`config.mk`:
```
export PLATFORM = sky130hd
export DESIGN_NAME = ram_port_arbiter
export DESIGN_NICKNAME = d
export VERILOG_FILES = /design/src/rtl/ram_port_arbiter.sv
export SDC_FILE = /design/constraint.sdc
export NUM_CORES = 1
export LEC_CHECK = 0
export ABC_AREA = 1
export ABC_CLOCK_PERIOD_IN_PS = 1400
export BUFFER_PORTS_ARGS = -buffer_cell sky130_fd_sc_hd__buf_2
export CAP_MARGIN = 20
export CORE_UTILIZATION = 40
export DETAILED_ROUTE_END_ITERATION = 6
export PLACE_DENSITY = 0.7
export SYNTH_ARGS = -nofsm -noshare
export SYNTH_HDL_FRONTEND = slang
export SYNTH_SLANG_ARGS = --single-unit
```
`constraint.sdc`:
```
create_clock -name clk -period 1.4 [get_ports clk]
set_input_delay 0.07 -clock clk [delete_from_list [all_inputs] [get_ports clk]]
set_output_delay 0.07 -clock clk [all_outputs]
set_load 0.02 [all_outputs]
```
`src/rtl/ram_port_arbiter.sv`:
```
`default_nettype none
// ============================================================================
// ram_port_arbiter - serialises two requesters onto one sync-read RAM port.
// Macro ARB_RR_EN selects round-robin tie-break; otherwise r0 has fixed priority.
// Rev 1.0
// ============================================================================
module ram_port_arbiter #(
  parameter int AW = 8,
  parameter int DW = 32
) (
  input  logic          clk,
  input  logic          rst,
  input  logic          r0_req,
  input  logic          r0_we,
  input  logic [AW-1:0] r0_addr,
  input  logic [DW-1:0] r0_wdata,
  output logic          r0_gnt,
  output logic          r0_rvalid,
  output logic [DW-1:0] r0_rdata,
  input  logic          r1_req,
  input  logic          r1_we,
  input  logic [AW-1:0] r1_addr,
  input  logic [DW-1:0] r1_wdata,
  output logic          r1_gnt,
  output logic          r1_rvalid,
  output logic [DW-1:0] r1_rdata,
  output logic [AW-1:0] ram_addr,
  output logic          ram_we,
  output logic [DW-1:0] ram_wdata,
  input  logic [DW-1:0] ram_rdata,
  output logic          busy
);

  typedef enum logic [1:0] {
    IDLE   = 2'd0,
    ACCESS = 2'd1,
    RDWAIT = 2'd2
  } state_t;

  state_t        state, state_nx;
  logic          owner, owner_nx;
  logic          win1;
  logic [AW-1:0] addr_nx;
  logic [DW-1:0] wdata_nx;
  logic          we_nx;
  logic          gnt0_nx, gnt1_nx;
  logic          rv0_nx, rv1_nx;
  logic [DW-1:0] rdata0_nx, rdata1_nx;

`ifdef ARB_RR_EN
  logic last_owner, last_owner_nx;
  // On a tie the requester that did not win last time goes first
  assign win1 = r1_req & (~r0_req | ~last_owner);
`else
  assign win1 = r1_req & ~r0_req;
`endif

  assign busy = (state != IDLE);

  always_comb begin
    state_nx  = state;
    owner_nx  = owner;
    addr_nx   = ram_addr;
    wdata_nx  = ram_wdata;
    we_nx     = 1'b0;
    gnt0_nx   = 1'b0;
    gnt1_nx   = 1'b0;
    rv0_nx    = 1'b0;
    rv1_nx    = 1'b0;
    rdata0_nx = r0_rdata;
    rdata1_nx = r1_rdata;
`ifdef ARB_RR_EN
    last_owner_nx = last_owner;
`endif
    case (state)
      IDLE: begin
        if (r0_req || r1_req) begin
          owner_nx = win1;
          addr_nx  = win1 ? r1_addr  : r0_addr;
          wdata_nx = win1 ? r1_wdata : r0_wdata;
          we_nx    = win1 ? r1_we    : r0_we;
          gnt0_nx  = ~win1;
          gnt1_nx  = win1;
          state_nx = ACCESS;
`ifdef ARB_RR_EN
          last_owner_nx = win1;
`endif
        end
      end
      // ram_we is high in ACCESS exactly when the access is a write
      ACCESS: state_nx = ram_we ? IDLE : RDWAIT;
      RDWAIT: begin
        if (owner) begin
          rdata1_nx = ram_rdata;
          rv1_nx    = 1'b1;
        end else begin
          rdata0_nx = ram_rdata;
          rv0_nx    = 1'b1;
        end
        state_nx = IDLE;
      end
      default: state_nx = IDLE;
    endcase
  end

  always_ff @(posedge clk) begin
    if (rst) begin
      state     <= IDLE;
      owner     <= 1'b0;
      ram_addr  <= '0;
      ram_wdata <= '0;
      ram_we    <= 1'b0;
      r0_gnt    <= 1'b0;
      r1_gnt    <= 1'b0;
      r0_rvalid <= 1'b0;
      r1_rvalid <= 1'b0;
      r0_rdata  <= '0;
      r1_rdata  <= '0;
`ifdef ARB_RR_EN
      last_owner <= 1'b1;
`endif
    end else begin
      state     <= state_nx;
      owner     <= owner_nx;
      ram_addr  <= addr_nx;
      ram_wdata <= wdata_nx;
      ram_we    <= we_nx;
      r0_gnt    <= gnt0_nx;
      r1_gnt    <= gnt1_nx;
      r0_rvalid <= rv0_nx;
      r1_rvalid <= rv1_nx;
      r0_rdata  <= rdata0_nx;
      r1_rdata  <= rdata1_nx;
`ifdef ARB_RR_EN
      last_owner <= last_owner_nx;
`endif
    end
  end

endmodule
`default_nettype wire

```
* Yosys cells after proc, flatten, opt, wreduce, memory -nomap -nowiden
Cells that the tools add are included.
** Word-level totals
- Bits in registers :: 112
- Bits of input ports :: 118
** Operators by class
- Equal/unequal tests :: 3
- Mux-type cells :: 8
- Bitwise gates (word level) :: 7
- Reductions and logical operators :: 8
** Operator list (count)
- 32-bit 2-to-1 mux :: 1
- 8-bit 2-to-1 mux :: 1
- 1-bit NOT :: 6
- 2-bit AND reduction :: 3
- 2-bit 2-to-1 mux :: 2
- 2-bit case mux with 2 select lines :: 1
- 1-bit 2-to-1 mux :: 3
- 3-bit OR reduction :: 1
- 2-bit by 1-bit equality test with 1-bit output (second input constant) :: 1
- 2-bit equality test (second input constant) :: 1
- 2-bit zero test :: 1
- 2-bit != test (second input constant) :: 1
- 2-bit nonzero test :: 1
- 2-bit OR reduction :: 1
- 1-bit AND :: 1
- 1-bit logical OR :: 1

* Logic depth before layout (Yosys ltp)
- Depth after elaboration :: 3
- Gate-level depth with buffers :: 8

* Worst setup path before layout
Ideal clock, no wire load.
- Path type :: flip-flop to flip-flop
- Start :: register state[0]
- End :: register r1_rdata[21]
- Library setup time :: 143 ps
- Data arrival time :: 926 ps
- Required time :: 1257 ps
- Path slack :: 330 ps
- Stages on the path, launching flop included :: 7
- Cell sequence :: dfxtp_1 -> inv_4 -> nand3_4 -> inv_4 -> buf_6 -> nand2_1 -> a21oi_2
** On the way
- Cells in the longest elaborated chain, start to end :: 2
** Ends and longest elaborated chain
- start: declaration :: RTL line 40 : state_t state, state_nx;
- start signal: assignment :: RTL line 123 : state <= state_nx;
- 2-bit equality test :: RTL line 75 : case (state)
- 2-bit AND reduction (no line)
- end signal: assignment :: RTL line 133 : r1_rdata <= rdata1_nx;
- end: declaration :: RTL line 26 : output logic [DW-1:0] r1_rdata,
No other way between the ends.
A chain may end at the register's enable or synchronous reset.

* Worst setup path in the final report
- Start :: register state[1]
- End :: output busy
** On the way
- Cells in the longest elaborated chain, start to end :: 1
** Ends and longest elaborated chain
- 2-bit nonzero test :: RTL line 58 : assign busy = (state != IDLE);
- end: declaration :: RTL line 31 : output logic busy
No other way between the ends.

==> impl_metrics.json <==
{
  "run_status": "finished clean",
  "setup_viol": 0,
  "grt_pass1_wl_mm": 23.2,
  "yosysMostFrequentCell": "nand2_1",
  "required_ps": 1330,
  "root_buffer": "clkbuf_16",
  "insertedDiodeCount": 0,
  "vias_per_cell": 4.63,
  "netlist_area_um2": 5130,
  "numCtsBuffers": 9,
  "area_growth_syn_to_layout_pct": 37.0,
  "ys_seq_area_share_pct": 43.7,
  "rrSetupSlack_ps": 120,
  "fmax_ghz": 0.748,
  "postSynth.asyncResetShare_pct": 0,
  "setup-tns-final_ps": 0,
  "dpl.hpwl_mm": 10.1,
  "drc": 0,
  "grt_pass1_vias": 4756,
  "fp.coreArea_um2": 12600,
  "clk_path_buf_depth": 2,
  "p_sw_mw": 2.37,
  "design_area_um2": 7030,
  "synth_edf_count": 0,
  "seq_power_share_pct": 45.5,
  "startpoint_type": "flop",
  "synthFlopType": "dfxtp_1",
  "port-buffer-count": 227,
  "rsz0062_at_grt": "no",
  "hold_class": "primary input to flop",
  "synthTopCellsByCount": "179 x nand2_1, 123 x nor2_1, 112 x dfxtp_1",
  "critical_path.top_delay_family": "flip-flops",
  "ir_drop_mv": 0.755,
  "yosysUniqueCellTypes": 24,
  "p_comb_share_pct": 21.3,
  "period_needed_ps": 1340,
  "wl_per_cell_um": 12.8,
  "die_w_um": 115,
  "grt_max_degree": 45,
  "cp_max_fo": 19,
  "worstPathArrival_ps": 1270,
  "postSynthCellCount": 746,
  "cp-end-kind": "output pin",
  "grt_usage_pct": 22.2,
  "tightest_slew_ps": 558,
  "crit_type": "flop to output pin",
  "finalCritPeriodShare_pct": 95.4,
  "die-height_um": 115,
  "clkPwrFrac_pct": 33.2,
  "p_int_mw": 5.25,
  "clock_latency_ps": 360,
  "cts_tree": "built",
  "preCtsSetupSlack_ps": 128,
  "skew_ps": 9.05,
  "overflow": 0,
  "slowest_delay_ps": 380,
  "critPathBufInv": 3,
  "cp_cell_sequence": "nor2_8 > buf_12 > inv_1 > buf_2",
  "cts_max_level": 3,
  "place_area_um2": 6400,
  "worst_slack_ps": 63.9,
  "leakage_nw": 3.55,
  "cap_violations": 0,
  "vias": 5384,
  "postRouteAntennaNets": 0,
  "drv_slew": 0,
  "drt-initial-drc-count": 377,
  "avgSynthCellArea_um2": 6.88,
  "num_rows": 41,
  "yosysTopAreaCellShare_pct": 43.7,
  "clk_pin_slew_ps": 80,
  "powerDensity_nw_per_um2": 1080,
  "synth_area_leader_cell": "dfxtp_1",
  "start_util_pct": 40.8,
  "final_util_pct": 55.9,
  "drt_wl_total_mm": 14.9,
  "slew_headroom_pct": 62.8,
  "die_area_um2": 13300,
  "synthTopCellsByArea": "dfxtp_1 44%, nand2_1 13%, nor2_1 9.0%, nand3_1 8.1%, inv_1 6.1%",
  "io-pin-count": 228,
  "clock_sinks": 112,
  "drive_above_1_share_pct": 30.2,
  "ys_ff_latch": 112,
  "post-cts-setup-buffer-count": 0,
  "ys_warn_count": 0,
  "gp_congestion": 0.768,
  "synth_fp_nets": 864,
  "crit_path_top_delay_cell": "dfxtp_2",
  "power.share.switching_pct": 31.1,
  "hold_violations": 0,
  "antenna_found_initial": 0,
  "nNetsFinal": 1105,
  "detail_route.first_pass.iterations": 4
}
-- flip-flops by register name, summed over array words and instances, names as in the netlist --
signal     count
r0_gnt         1
state          2
ram_addr       8
owner          1
r0_rdata      32
r1_rdata      32
r0_rvalid      1
ram_wdata     32
ram_we         1
r1_rvalid      1
r1_gnt         1
-- tightest hold or removal path, delay by kind of cell --
family / cells / cell delay (ps)
buffers and inverters: 1 / 90
AO/OA/AOI/OAI: 2 / 180
-- placed cells by master, fill, tap and decap left out, types with 2 or more instances in the layout --
cell type / count
buf_2: 227
inv_1: 83
inv_6: 4
buf_12: 5
a21oi_2: 20
inv_2: 3
buf_4: 20
clkbuf_16: 9
dlygate4sd3_1: 33
nand2_2: 2
nand3_1: 83
nor2_1: 123
a21oi_1: 45
inv_4: 2
nand2_1: 179
nand4_1: 32
dfxtp_1: 111
-- cells by family (layout without fill, tap and decap cells) --
kind of cell | after synthesis | in the layout | synth area share (%)
compound gates | 66 | 66 | 7.90
buf+inv | 144 | 390 | 12.8
flops | 112 | 112 | 43.7
simple gates | 424 | 424 | 35.6
-- power by group through the flow --
stage,Clock (mW),Combinational [mW],Sequential (mW)
after floorplan,0,0.775,3.75
after global placement,0,1.54,3.53
after detailed placement,0,1.54,3.54
after CTS,2.59,1.62,3.46
after global routing,2.74,1.81,3.49
final,2.53,1.62,3.46
-- through the flow --
step                      instances  power, mW  hold slack [ps]
after floorplan                 746       4.53              213
after global placement         1115       5.07              333
after detailed placement       1115       5.08              337
after CTS                      1164       7.68             23.9
after global routing           1164       8.03             61.2
final                          1164       7.62             38.6
-- per-layer routing --
| layer | vias to the layer above | track usage, % | part of all wire [%] |
|---|---|---|---|
| met2 | 193 | 35.7 | 46 |
| met5 | - | 0 | 0 |
| met3 | 13 | 6.54 | 8.3 |
| li1 | 2820 | - | - |
| met4 | 0 | 7.36 | 1.2 |
| met1 | 2358 | 28.5 | 45 |
-- what timing repair did --
item	CTS	global route
endpoints found under the setup margin	1	1
hold endpoints to repair	49	0
hold buffers	33	0
gates resized for setup	1	2
-- layout make-up --
type / instances / area [um^2]
Inverter: 89 / 339
Timing Repair Buffer: 285 / 1720
Clock inverter: 7 / 60.1
Sequential cell: 112 / 2240
Fill cell: 1253 / 5540
Clock buffer: 9 / 225
Tap cell: 172 / 215
Multi-Input combinational cell: 490 / 2230
-- worst paths after layout --
path / cells past startpoint / startpoint / to
min reg2reg: 1 / ram_we$_SDFF_PP0_ / state[1]$_SDFFE_PP0P_
max reg2reg: 5 / state[0]$_SDFFE_PP0P_ / r1_rdata[5]$_SDFFE_PP0P_
max: 4 / state[1]$_SDFFE_PP0P_ / busy
min: 3 / r0_we / ram_we$_SDFF_PP0_
Note: power is estimated with default switching activity, not from simulation.
